<file path="src/rtl/fifo_rd_stream.sv">
// Read-side adapter: pops a synchronous FIFO (one-cycle read latency) into a valid/ready stream
// through a 2-entry skid buffer. Define FIFO_RD_STATS_EN to add the pop_count_o counter.
`timescale 1ns/1ps
module fifo_rd_stream #(
  parameter int WIDTH = 8
) (
  input  logic             clk_i,
  input  logic             reset_i,
  input  logic             fifo_empty_i,
  output logic             fifo_rd_en_o,
  input  logic [WIDTH-1:0] fifo_data_i,
  output logic             m_valid_o,
  output logic [WIDTH-1:0] m_data_o,
  input  logic             m_ready_i,
  output logic [1:0]       occupancy_o
`ifdef FIFO_RD_STATS_EN
  ,
  output logic [15:0]      pop_count_o
`endif
);

  logic [1:0]       occ;
  logic             inflight_p1;
  logic [WIDTH-1:0] head;
  logic [WIDTH-1:0] tail;
  logic [WIDTH-1:0] head_next;
  logic [WIDTH-1:0] tail_next;
  logic             pop;
  logic [2:0]       credit;

  assign pop         = m_valid_o && m_ready_i;
  assign m_valid_o   = (occ != 2'd0);
  assign m_data_o    = head;
  assign occupancy_o = occ;

  // Words owned after this cycle; a new read is only issued if a slot is guaranteed for it.
  assign credit       = {1'b0, occ} + {2'b00, inflight_p1} - {2'b00, pop};
  assign fifo_rd_en_o = !reset_i && !fifo_empty_i && (credit < 3'd2);

  always_comb begin
    head_next = pop ? tail : head;
    tail_next = pop ? '0 : tail;
    if (inflight_p1) begin
      // The arriving word lands in the first slot left free after any pop shift.
      if ((occ == 2'd0) || ((occ == 2'd1) && pop)) begin
        head_next = fifo_data_i;
      end else begin
        tail_next = fifo_data_i;
      end
    end
  end

  // Stage p1: read-enable pipeline and skid buffer state
  always_ff @(posedge clk_i) begin
    if (reset_i) begin
      occ         <= 2'd0;
      inflight_p1 <= 1'b0;
      head        <= '0;
      tail        <= '0;
    end else begin
      occ         <= credit[1:0];
      inflight_p1 <= fifo_rd_en_o;
      head        <= head_next;
      tail        <= tail_next;
    end
  end

`ifdef FIFO_RD_STATS_EN
  logic [15:0] pop_count;

  always_ff @(posedge clk_i) begin
    if (reset_i) begin
      pop_count <= 16'd0;
    end else if (pop) begin
      pop_count <= pop_count + 16'd1;
    end
  end

  assign pop_count_o = pop_count;
`endif

endmodule
</file>
<file path="config.mk">
export PLATFORM = sky130hd
export DESIGN_NAME = fifo_rd_stream
export DESIGN_NICKNAME = d
export VERILOG_FILES = /design/src/rtl/fifo_rd_stream.sv
export SDC_FILE = /design/constraint.sdc
export NUM_CORES = 1
export LEC_CHECK = 0
export ABC_AREA = 1
export CAP_MARGIN = 20
export CELL_PAD_IN_SITES_DETAIL_PLACEMENT = 1
export CELL_PAD_IN_SITES_GLOBAL_PLACEMENT = 1
export CORE_MARGIN = 2
export CORE_UTILIZATION = 25
export CTS_BUF_LIST = sky130_fd_sc_hd__clkbuf_8
export DETAILED_ROUTE_END_ITERATION = 8
export PLACE_DENSITY = 0.72
export SYNTH_ARGS = -nofsm -noshare
export SYNTH_HDL_FRONTEND = slang
export SYNTH_SLANG_ARGS = --single-unit
</file>
<file path="constraint.sdc">
create_clock -name clk_i -period 2 [get_ports clk_i]
set_clock_uncertainty 0.05 [all_clocks]
set_input_delay 0.4 -clock clk_i [delete_from_list [all_inputs] [get_ports clk_i]]
set_output_delay 0.4 -clock clk_i [all_outputs]
set_load 0.005 [all_outputs]
</file>
# Word level (Yosys, flattened, before mapping)
# Index checks and enable logic that the tools add are counted.
dict set report word_totals {
  reg_bits 19
  in_bits 12
  out_inout_bits 12
}
dict set report op_classes {
  addsub 2
  magnitude_cmp 1
  eq_ne 1
  n_mux 6
  n_reduce_logical 9
}
# operator count
set ops {}
lappend ops {{2-to-1 mux 8 bit} 6}
lappend ops {{logical AND 1 bit} 4}
lappend ops {{adder 2 x 1 -> 3 bit} 1}
lappend ops {{less-than comparator 3 x 2 -> 1 bit (second input constant)} 1}
lappend ops {{subtractor 3 x 1 -> 3 bit} 1}
lappend ops {{equality test 2 x 1 -> 1 bit (second input constant)} 1}
lappend ops {{logical NOT 1 bit} 2}
lappend ops {{logical NOT 2 bit} 1}
lappend ops {{nonzero test 2 bit} 1}
lappend ops {{logical OR 1 bit} 1}

# Logic depth before layout (Yosys ltp)
# Gate-level depths: netlist of run 1.
dict set report depth {
  word_depth 6
  depth_mapped 10
  depth_no_buf 9
}

# Worst setup path after synthesis of run 1
# OpenSTA, ideal clock, no wires.
dict set report synth_timing {
  path_kind {input port to output port}
  startpoint {input m_ready_i}
  endpoint {output fifo_rd_en_o}
  arrival_time_ns 1.751
  t_required_ns 1.550
  slack_ns -0.201
  stages 10
  n_path_buf 2
  cell_sequence {buf_4 > o21ai_2 > buf_4 > nand2_1 > nand2_1 > ha_1 > fa_1 > inv_1 > nand2_1 > nor2_1}
}
dict set report synth_via {
  elab_chain_len 4
}
# item line_no
set synth_rtl {}
lappend synth_rtl {{from (decl)} 14} ;# input logic m_ready_i,
lappend synth_rtl {{logical AND 1 bit} 31} ;# assign pop = m_valid_o && m_ready_i;
lappend synth_rtl {{subtractor 3 x 1 -> 3 bit} 37} ;# assign credit = {1'b0, occ} + {2'b00, inflight_p1} - {2'b00, pop};
lappend synth_rtl {{via credit[1]} 29} ;# logic [2:0] credit;
lappend synth_rtl {{less-than comparator 3 x 2 -> 1 bit} 38} ;# assign fifo_rd_en_o = !reset_i && !fifo_empty_i && (credit < 3'd2);
lappend synth_rtl {{logical AND 1 bit} 38}
lappend synth_rtl {{to (decl)} 10} ;# output logic fifo_rd_en_o,
# The timed path passes the listed nets, and every way through them passes these cells.

# Worst setup path after layout of run 1
dict set report layout_timing {
  startpoint {register occ[1], in the netlist occupancy_o[1]}
  endpoint {output fifo_rd_en_o}
}
dict set report layout_via {
  elab_chain_len 5
}
# item line_no
set layout_rtl {}
lappend layout_rtl {{from (decl)} 22} ;# logic [1:0] occ;
lappend layout_rtl {{from (signal assigned)} 61} ;# occ <= credit[1:0];
lappend layout_rtl {{parallel branches: the longest is 2 deep, another holds adder 2 x 1 -> 3 bit} n/a}
lappend layout_rtl {{subtractor 3 x 1 -> 3 bit *} 37}
lappend layout_rtl {{via credit[1]} 29}
lappend layout_rtl {{less-than comparator 3 x 2 -> 1 bit *} 38}
lappend layout_rtl {{logical AND 1 bit *} 38}
# Mark *: on every way through the listed nets, which the timed path passes.

==> qor.yml, run 1 <==
status: "complete, but fails checks"
violations: "negative setup slack"
syn2layout_area_growth_pct: 46.56
overflow: 0
grt.total_usage_pct: 14.60
met1_usage_pct: 16.26
drive_gt1_share_pct: 21.98
synth_seq_cells: 19
finalSetupViolCount: 1
start_kind: "flop"
numClockSinks: 19
worstSetupEndpointType: "output pin"
synth-seq-area-share_pct: 38.78
io_pins: 24
grt_use_met2_pct: 26.25
ant_nets: 0
die_h_um: 66.64
port_buffers: 23
setup_slack_ps: -284.7
pwr-share-clk_pct: 16.7
post_synth_num_cell_types: 18
die_w_um: 66.64
grt_pass1_vias: 1068
clk_path_buf_depth: 2
swShare_pct: 37.07
core.rowCount: 22
drv_cap: 0
final.min_clock_period_ps: 2285
syn_nets: 159
dpl.hpwl_mm: 2.144
finalWeightedCongestion: 0.7672
yosysWarnings: 0
utilization_pct: 38.69
fin_setup_tns_ps: -284.7
hold-path-cell-count: 4
critPathKind: "flop to output pin"
clock_latency_ps: 260
post-route-period-util_pct: 114.2
hold_ws_ps: 480.4
finalHoldViolCount: 0
fin_nets: 197
cts_buffers: 3
synth.cell_area_um2: 980.9
peakVddDrop_mv: 0.3476
cp.arrival_ps: 1830
switching_power_uw: 620.6
path_clk_slew_ps: 80
share_comb_of_total_power_pct: 50.8
drcViolationCount: 0
grt_pass1_wl_mm: 4.795
p_per_area_nw_per_um2: 1164
syn_inst: 145
critical_path.max_fanout: 3
start_util_pct: 26.40
first_pass_iters: 3
min_path_type: "flop to flop"
diodes: 0
max_slew_margin_pct: 79.73
r2r_end: "occupancy_o[1]"
r2r_start: "occupancy_o[1]"
top_usage_layer: "met2"
leakagePower_nw: 0.6586
wl_per_cell_um: 12.65
min_from: "tail[5]"
seq_power_share_pct: 32.5
reg2reg_depth: 10
coreArea_um2: 3716
stdcell_count: 230
h-tree-depth: 1
drt-total-wl_mm: 2.910
fmax_mhz: 437.7
grt_setup_unrepaired: "yes"
dp_slack_ps: -1025
grt_max_degree: 17
cts_root_buf: "clkbuf_8"
internal_power_mw: 1.053
worstHoldEndpoint: "tail[5]"
vias: 1026
gr-usage-met3_pct: 1.689
viasPerCell: 4.461
hold_buffers: 0
place_inst: 224
dieArea_um2: 4441
antenna_found_initial: 0
drt-initial-drc-count: 28
synth.avg_cell_area_um2: 6.765
tightest_slew_ps: 303.3
required_ps: 1550
r2r_setup_slack_ps: 210
slew_viol_final: 0
cts_tree: "done"
-- worst max-delay path by stage --
| stage | from | end | slack (ps) | depth (start not counted) |
|---|---|---|---|---|
| after floorplan | m_ready_i | fifo_rd_en_o | -90 | 10 |
| after global placement | m_ready_i | fifo_rd_en_o | -940 | 10 |
| after detailed placement | m_ready_i | fifo_rd_en_o | -1020 | 10 |
| after CTS | occupancy_o[0] | fifo_rd_en_o | -330 | 9 |
| after global routing | occupancy_o[1] | fifo_rd_en_o | -390 | 10 |
| final | occupancy_o[1] | fifo_rd_en_o | -280 | 10 |
-- routing by layer --
metal / wire [um] / up-vias
met5: 0 / -
met4: 57 / 0
met3: 63 / 4
met2: 1591 / 13
met1: 1198 / 491
li1: - / 518
-- flip-flops by register name, indices dropped and copies added (netlist names) --
register	cells
inflight_p1	1
m_data_o	8
occupancy_o	2
tail	8
-- area by class of cell --
type | count | area [um^2]
Clock inverter | 1 | 5.005
Multi-Input combinational cell | 110 | 560.5
Timing Repair Buffer | 39 | 346.6
Clock buffer | 3 | 41.29
Fill cell | 474 | 2278
Sequential cell | 19 | 386.6
Inverter | 10 | 37.54
Tap cell | 48 | 60.06
-- power by group through the flow --
stage	combinational (mW)	clock [mW]	sequential [mW]
detailed placement	0.770	0	0.546
CTS	0.809	0.286	0.541
floorplan	0.416	0	0.545
global placement	0.745	0	0.540
global route	0.959	0.311	0.556
finish	0.850	0.280	0.544
-- logic make-up (layout without fill, tap and decap cells) --
family / after synthesis / count (layout) / synth area share (%)
AO/OA/AOI/OAI: 6 / 6 / 3.827
XOR/XNOR: 1 / 1 / 0.8930
adder cells (fa/ha/maj): 2 / 2 / 3.316
buffers and inverters: 16 / 53 / 8.417
flip-flops: 19 / 19 / 38.78
AND/OR/NAND/NOR: 101 / 101 / 44.77
-- cell usage in the layout, fill, tap and decap left out --
cell type / n
nand2_1: 45
nor2_1: 33
clkdlybuf4s50_1: 21
dfxtp_1: 16
buf_4: 16
nand3b_1: 8
nand3_1: 8
inv_1: 7
nand2_2: 5
o21ai_0: 4
inv_2: 3
clkbuf_8: 3
dfxtp_2: 2
nand3_2: 1
o21ai_4: 1
xnor2_2: 1
nand3_4: 1
a21oi_2: 1
fa_2: 1
ha_4: 1
clkinv_2: 1
clkdlybuf4s15_2: 1
dfxtp_4: 1
buf_2: 1
-- what timing repair did --
item                                    4_1_cts  5_1_grt
resized for setup                            14        4
endpoints found under the setup margin        1        2
buffers inserted                              1        1
pin swaps                                     6        1
-- per-stage QoR --
stage          power [mW]  instance area (um^2)
6_report            1.674                  1438
2_1_floorplan      0.9607                  1011
3_3_place_gp        1.285                  1346
3_5_place_dp        1.316                  1346
5_1_grt             1.825                  1438
4_1_cts             1.636                  1413
-- synth_stat cells --
library cell  number  share of area (%)
buf_6              1                1.1
inv_2              1               0.38
a21oi_2            1               0.89
o21ai_0            4                2.0
nand2_1           48                 18
nand3b_1           8                6.1
xnor2_1            1               0.89
nand3_1            9                4.6
buf_4              4                3.1
inv_1              9                3.4
nand2_2            2                1.3
clkbuf_1           1               0.38
ha_1               1                1.3
nor2_1            33                 13
fa_1               1                2.0
o21ai_2            1               0.89
nand3_4            1                1.8
dfxtp_1           19                 39
-- worst max-delay path: stages (launching register included) --
cell,delay [ps]
dfxtp_4,370
inv_2,60
nand2_2,50
nand3_2,80
nand2_2,70
ha_4,160
fa_2,520
inv_2,40
nand2_2,50
nor2_1,40
buf_2,120
No activity file was read; power rests on OpenSTA's default activity.
==> run 2, diff against run 1 <==
Settings changed: CAP_MARGIN 20 to 40, CORE_UTILIZATION 25 to 31, PLACE_DENSITY 0.72 to 0.85.
==> run 2 against run 1 <==
Compared with the run above: the flow still finishes with violations (negative setup slack); critical path depth decreased by 1; wire length increased by 2.5%; non-clock buffer count down 1; utilization is 9.3 points higher; hold slack about the same; flip-flop and latch count is the same; setup slack got worse by 42 ps; sequential share of layout area decreased by 0.11 points; global-route usage rose by 3.7 points; power increased by 1.9%; largest cell class unchanged.
==> qor.yml, run 2 (synthesis gave the netlist of run 1 again) <==
tightest_slew_ps: 499.4
gr-usage-met3_pct: 1.299
status: "complete, but fails checks"
coreArea_um2: 3028
h-tree-depth: 1
wl_per_cell_um: 13.26
vias: 1030
core.rowCount: 20
die_h_um: 60.25
drive_gt1_share_pct: 22.10
grt_pass1_vias: 1067
dp_slack_ps: -1017
slew_viol_final: 0
top_usage_layer: "met2"
grt_setup_unrepaired: "yes"
cp_common_cell: "nand2_2"
cp.arrival_ps: 1880
dpl.hpwl_mm: 2.037
grt_pass1_wl_mm: 4.871
drt-total-wl_mm: 2.983
drv_cap: 0
antenna_found_initial: 0
dieArea_um2: 3630
start_util_pct: 32.40
numClockSinks: 19
critPathKind: "flop to output pin"
path_clk_slew_ps: 70
mostFrequentLayoutCells: "nand2_1, nor2_1, clkdlybuf4s50_1"
violations: "negative setup slack"
multi_input_area_um2: 580.6
grt.total_usage_pct: 18.30
overflow: 0
clock_latency_ps: 250
finalSetupViolCount: 1
n_fill_cell: 378
grt_max_degree: 17
required_ps: 1550
hold_buffers: 0
die_w_um: 60.25
worstSetupEndpointType: "output pin"
critical_path.max_fanout: 3
clk_path_buf_depth: 2
ant_nets: 0
layout_commonest_cell: "nand2_1"
diodes: 0
drcViolationCount: 0
register_area_um2: 389.1
finalWeightedCongestion: 0.7984
fmax_mhz: 429.8
drt-initial-drc-count: 27
peakVddDrop_mv: 0.4952
setup_slack_ps: -326.5
grt_use_met2_pct: 31.52
hold_ws_ps: 480.0
viasPerCell: 4.578
cts_tree: "done"
port_buffers: 23
max_slew_margin_pct: 66.67
fin_setup_tns_ps: -326.5
slowest_delay_ps: 440
io_pins: 24
leakagePower_nw: 0.6561
slowest_stage: "fa_2"
start_kind: "flop"
cts_root_buf: "clkbuf_8"
path_cells: "o21ai_4 -> nand2_2 -> nand2_4 -> ha_4 -> fa_2 -> inv_2 -> nand2_2 -> nor2_2 -> buf_2"
syn2layout_area_growth_pct: 48.09
finalHoldViolCount: 0
post-route-period-util_pct: 116.3
cts_buffers: 3
final.min_clock_period_ps: 2326
met1_usage_pct: 22.97
first_pass_iters: 4
min_path_type: "flop to flop"
path_buf_inv: 2
cp_top_family: "adder cells"
p_per_area_nw_per_um2: 1175
fin_nets: 196
==> run 2: changes by cell type in the layout (fill, tap and decap cells not counted), moves of 2 or more <==
cell,previous run,this run
inv_2,3,1
inv_4,0,2
nand2_2,5,3
nand2_4,0,2
==> run 2: path summary, 6_finish.rpt <==
path                  start              to  slack [ps]  cells past startpoint
max          occupancy_o[0]    fifo_rd_en_o        -330                      9
min                 tail[7]         tail[7]         480                      4
max reg2reg  occupancy_o[1]  occupancy_o[1]         170                     10
min reg2reg         tail[7]         tail[7]         480                      4
==> run 2: worst register-to-register path, cell delays in order (launching register included) <==
cell,delay [ps]
dfxtp_4,370
inv_4,70
nand2_4,60
nand3_4,70
nand2_4,60
ha_4,160
fa_2,540
inv_2,40
buf_4,120
buf_4,130
nor2_1,100
==> run 2: final cells by class <==
| type | count | share of cell area [%] |
|---|---|---|
| Multi-Input combinational cell | 110 | 39.97 |
| Sequential cell | 19 | 26.79 |
| Timing Repair Buffer | 38 | 23.34 |
| Tap cell | 44 | 3.790 |
| Inverter | 10 | 2.929 |
| Clock buffer | 3 | 2.842 |
| Clock inverter | 1 | 0.3445 |
==> run 2: per-layer routing <==
layer	up-vias	wire, um
li1	518	-
met1	496	1295
met2	14	1603
met3	2	54
met4	0	29
met5	-	0
==> run 2: stage by stage <==
step / std cells / utilization (%) / power, mW / area [um^2]
floorplan: 145 / - / 0.9607 / 1011
global placement: 217 / 43.55 / 1.258 / 1319
detailed placement: 217 / 43.55 / 1.299 / 1319
CTS: 222 / 46.41 / 1.639 / 1405
global route: 225 / 47.98 / 1.852 / 1453
finish: 225 / 47.98 / 1.706 / 1453
==> run 2: report_power, final <==
| part | total [mW] | internal (mW) | switching, mW |
|---|---|---|---|
| Clock | 0.270 | 0.138 | 0.132 |
| Sequential | 0.547 | 0.479 | 0.0675 |
| Combinational | 0.890 | 0.435 | 0.455 |
| Total | 1.71 | 1.05 | 0.654 |
==> run 2: timing repair <==
item	CTS	global route
hold endpoints to repair	0	0
pin swaps	2	7
resized for setup	19	6
setup endpoints to repair	1	2
setup buffers	1	3
==> run 3, diff against run 2 <==
Settings changed: CORE_UTILIZATION 31 to 35, PLACE_DENSITY 0.85 to 0.9.
Clock period 2 ns to 2.65 ns, I/O delays scaled along.
==> run 3 against run 2 <==
Compared with the run above: the run now ends clean; combinational power decreased by 37%; utilization up 0.64 points; critical path type is now primary input to output pin; critical endpoint unchanged; flip-flop and latch count did not move; sequential share of layout area up 2.3 points; power shrank 31%; global-route usage is 0.80 points higher; setup slack better by 460 ps; sequential power is 27% lower; final cell count is 9.3% lower; design area is 9.3% lower.
==> qor.yml, run 3 (synthesis gave the netlist of run 1 again) <==
status: "finished clean"
grt_max_degree: 17
met1_length_mm: 1.117
drt-initial-drc-count: 11
start_util_pct: 36.20
finalSetupViolCount: 0
final.min_clock_period_ps: 2515
stdcell_count: 204
fmax_mhz: 397.6
fin_nets: 188
grt.total_usage_pct: 19.10
finalWeightedCongestion: 0.7187
critical_path.max_fanout: 3
dieArea_um2: 3242
cts_root_buf: "clkbuf_8"
slew_viol_final: 0
clock_latency_ps: 260
wl_met2_mm: 1.469
viasPerCell: 4.902
dp_slack_ps: -603.5
max_slew_margin_pct: 70.00
required_ps: 2070
register_area_um2: 382.9
syn2layout_area_growth_pct: 34.31
drcViolationCount: 0
cp.arrival_ps: 1940
grt_pass1_vias: 1102
wl_per_cell_um: 13.35
wl_met3_um: 62
io_pins: 24
clk_path_buf_depth: 2
ant_nets: 0
min_path_type: "flop to flop"
layout_commonest_cell: "nand2_1"
antenna_found_initial: 0
finalHoldViolCount: 0
core.rowCount: 19
vias: 1000
h-tree-depth: 1
port_buffers: 23
utilization_pct: 48.62
peakVddDrop_mv: 0.4948
die_h_um: 56.94
multi_input_area_um2: 533.0
grt_pass1_wl_mm: 4.733
die_w_um: 56.94
drive_gt1_share_pct: 14.45
hold_buffers: 0
n_fill_cell: 359
first_pass_iters: 3
p_per_area_nw_per_um2: 887.9
coreArea_um2: 2710
path_clk_slew_ps: 70
numClockSinks: 19
drv_cap: 0
diodes: 0
place_inst: 199
dpl.hpwl_mm: 1.963
cts_buffers: 3
leakagePower_nw: 0.6121
worstSetupEndpointType: "output pin"
start_kind: "primary input"
overflow: 0
critPathKind: "primary input to output pin"
tightest_slew_ps: 449.4
setup_slack_ps: 134.9
cts_tree: "done"
mostFrequentLayoutCells: "nand2_1, nor2_1, clkdlybuf4s50_1"
post-route-period-util_pct: 94.91
fin_total_pwr_mw: 1.170
highest_layer: "met4"
drt-total-wl_mm: 2.723
run 3: cell types whose count changed in the layout (fill, tap and decap cells not counted), sizes merged:
cell / delta
clkbuf: +1
buf: -9
run 3: what timing repair did:
item                                    in CTS  in global routing
setup buffers                                0                  1
resized for setup                            8                  4
pin swaps                                    0                  2
endpoints found under the setup margin       1                  1
hold endpoints to repair                     0                  0
run 3: worst max-delay path: stages:
cell and delay [ps]:
clkdlybuf4s15_2 210, o21ai_2 70, nand2_1 60, nand2_1 60
ha_2 180, fa_1 470, inv_2 80, nand2_1 80
nor2_1 90, clkbuf_2 110
run 3: cell type report:
type / instances / share of cell area, %
clock buffers: 3 / 3.134
clock inverters: 1 / 0.3799
flip-flops and latches: 19 / 29.06
multi-input cells: 110 / 40.46
repair buffers: 30 / 21.18
well taps: 31 / 2.944
inverters: 10 / 2.849
run 3: path summary, 6_finish.rpt:
check                       from              to  slack (ps)  cells past startpoint
setup / recovery       m_ready_i    fifo_rd_en_o         130                     10
hold / removal           tail[1]         tail[1]         480                      4
setup reg to reg  occupancy_o[1]  occupancy_o[1]         940                      9
hold reg to reg          tail[1]         tail[1]         480                      4
run 3: power breakdown:
part	leakage [nW]	total, mW	internal (mW)	switching, mW
clock	0.0255	0.211	0.105	0.106
sequential	0.155	0.401	0.358	0.0428
combinational	0.431	0.558	0.265	0.293
run 3: routing by layer:
| metal | up-vias | GRT usage (%) |
|---|---|---|
| met2 | 17 | 35.30 |
| met1 | 477 | 19.69 |
| met5 | - | 0 |
| met4 | 0 | 12.62 |
| met3 | 6 | 2.948 |
| li1 | 500 | - |
run 3: stage by stage:
stage | area, um^2 | hold WS [ps] | TNS [ps]
floorplan | 980.9 | 446.7 | 0
global placement | 1250 | 457.1 | -501.0
detailed placement | 1250 | 475.4 | -603.5
CTS | 1310 | 487.5 | 0
global route | 1318 | 546.3 | -4.976
finish | 1318 | 482.7 | 0
==> edit (flow settings as in run 2) <==
Set the parameter `WIDTH` to 10 (it was 8).
--- a/src/rtl/fifo_rd_stream.sv
+++ b/src/rtl/fifo_rd_stream.sv
@@ -2,7 +2,7 @@
 // through a 2-entry skid buffer. Define FIFO_RD_STATS_EN to add the pop_count_o counter.
 `timescale 1ns/1ps
 module fifo_rd_stream #(
-  parameter int WIDTH = 8
+  parameter int WIDTH = 10
 ) (
   input  logic             clk_i,
   input  logic             reset_i,
Ports: changed (resized fifo_data_i and m_data_o); port bits go from 24 to 28. The function was not compared with the original's and may differ.
==> edit against run 2 <==
The run still ends with negative setup slack left. Sequential share of layout area up 0.45 points. Combinational power grew 16%. Synthesized area is 19% higher. Sequential cell count is 4 higher. Die area is 18% higher. Sequential power increased by 20%. Power is 16% higher. Wire length grew 22%. Worst setup slack gained 52 ps. Final area grew 19%. Clock power rose by 9.6%. Register-to-register slack gained 70 ps. Critical path type unchanged. Largest cell class unchanged. Largest power group unchanged.
==> edit: results (changes against run 2) <==
stage,metric,value,unit,change
finish,final-clk-cell-share,2.601,%,was 3.187%
critical_path,slowest_stage,fa_1,,was fa_2
clock_tree,path_clk_slew,90,ps,was 70 ps
place,gp_congestion,0.7234,,was 0.7984
clock_tree,post_cts_resized,12,,was 19
route,vias,1243,,"was 1,030"
power,seqPwrFrac,33.1,%,was 32.0%
place,placedCellCount,259,,was 217
route,met3WireLength,113,um,was 54 um
finish,nets,238,,was 196
finish,buffers,50,,was 38
timing,fin_ws,-274.8,ps,was -326.5 ps
yosys,ys_seq_area_share,39.36,%,was 38.78%
power,p_leak,0.0007965,uW,was 0.0006561 uW
route,wl_per_cell,13.49,um,was 13.26 um
yosys,synth-compound-area-share,3.957,%,was 3.827%
finish,multiInputGateArea,668.1,um^2,was 580.6 um^2
finish,seq_cells,23,,was 19
power,comb-power,1030,uW,was 890 uW
timing,tightest_slew,238.7,ps,was 499.4 ps
finish,inverters,11,,was 10
global_routing,grtUsageTotal,18.55,%,was 18.30%
global_routing,grt_pass1_vias,1332,,"was 1,067"
global_routing,grt.met1_usage,20.91,%,was 22.97%
critical_path,cp.arrival,1820,ps,was 1880 ps
global_routing,use_met2,33.42,%,was 31.52%
finish,nonClkBufAreaFrac,25.58,%,was 23.34%
status,violations,negative setup slack,,unchanged
timing,setup_viol,1,,unchanged
finish,num-multi-input-gates,133,,was 110
critical_path,cp_slowest_stage_delay,420,ps,was 440 ps
power,p_int,1238,uW,was 1053 uW
yosys,synth_xor_area_share,0.7487,%,was 0.8929%
place,hpwl,2.275,mm,was 2.037 mm
finish,fill_cells,479,,was 378
yosys,synth_area_leaders,"dfxtp_1, nand2_1, nor2_1, nand3b_1, nand3_1",,unchanged
yosys,synth.avg_cell_area,6.647,um^2,was 6.765 um^2
route,vias_per_cell,4.621,,was 4.578
status,outcome,"complete, but fails checks",,unchanged
yosys,netlist_top_cells_count,"nand2_1, nor2_1, dfxtp_1",,unchanged
global_routing,use_met3,2.397,%,was 1.299%
place,port_buffers,27,,was 23
critical_path,r2r_slack,240,ps,was 170 ps
yosys,synthAdderAreaFrac,2.781,%,was 3.316%
route,dr.first_iter.drc_count,63,,was 27
==> edit: worst paths after layout <==
check                            startpoint                         to
hold / removal           tail[1]$_SDFF_PP0_         tail[1]$_SDFF_PP0_
setup / recovery  occupancy_o[1]$_SDFF_PP0_               fifo_rd_en_o
hold reg to reg          tail[1]$_SDFF_PP0_         tail[1]$_SDFF_PP0_
setup reg to reg  occupancy_o[1]$_SDFF_PP0_  occupancy_o[1]$_SDFF_PP0_
==> edit: stage by stage <==
stage | utilization [%] | cell area (um^2) | total power, uW | setup TNS, ps | hold WS, ps
2_1_floorplan | - | 1204 | 1143 | -25.51 | 412.7
3_3_place_gp | 44.18 | 1605 | 1540 | -1236 | 462.0
3_5_place_dp | 44.18 | 1605 | 1567 | -1365 | 470.3
4_1_cts | 46.94 | 1705 | 1932 | -277.5 | 485.4
5_1_grt | 47.66 | 1732 | 2137 | -344.1 | 503.9
6_report | 47.66 | 1732 | 1986 | -274.8 | 486.2
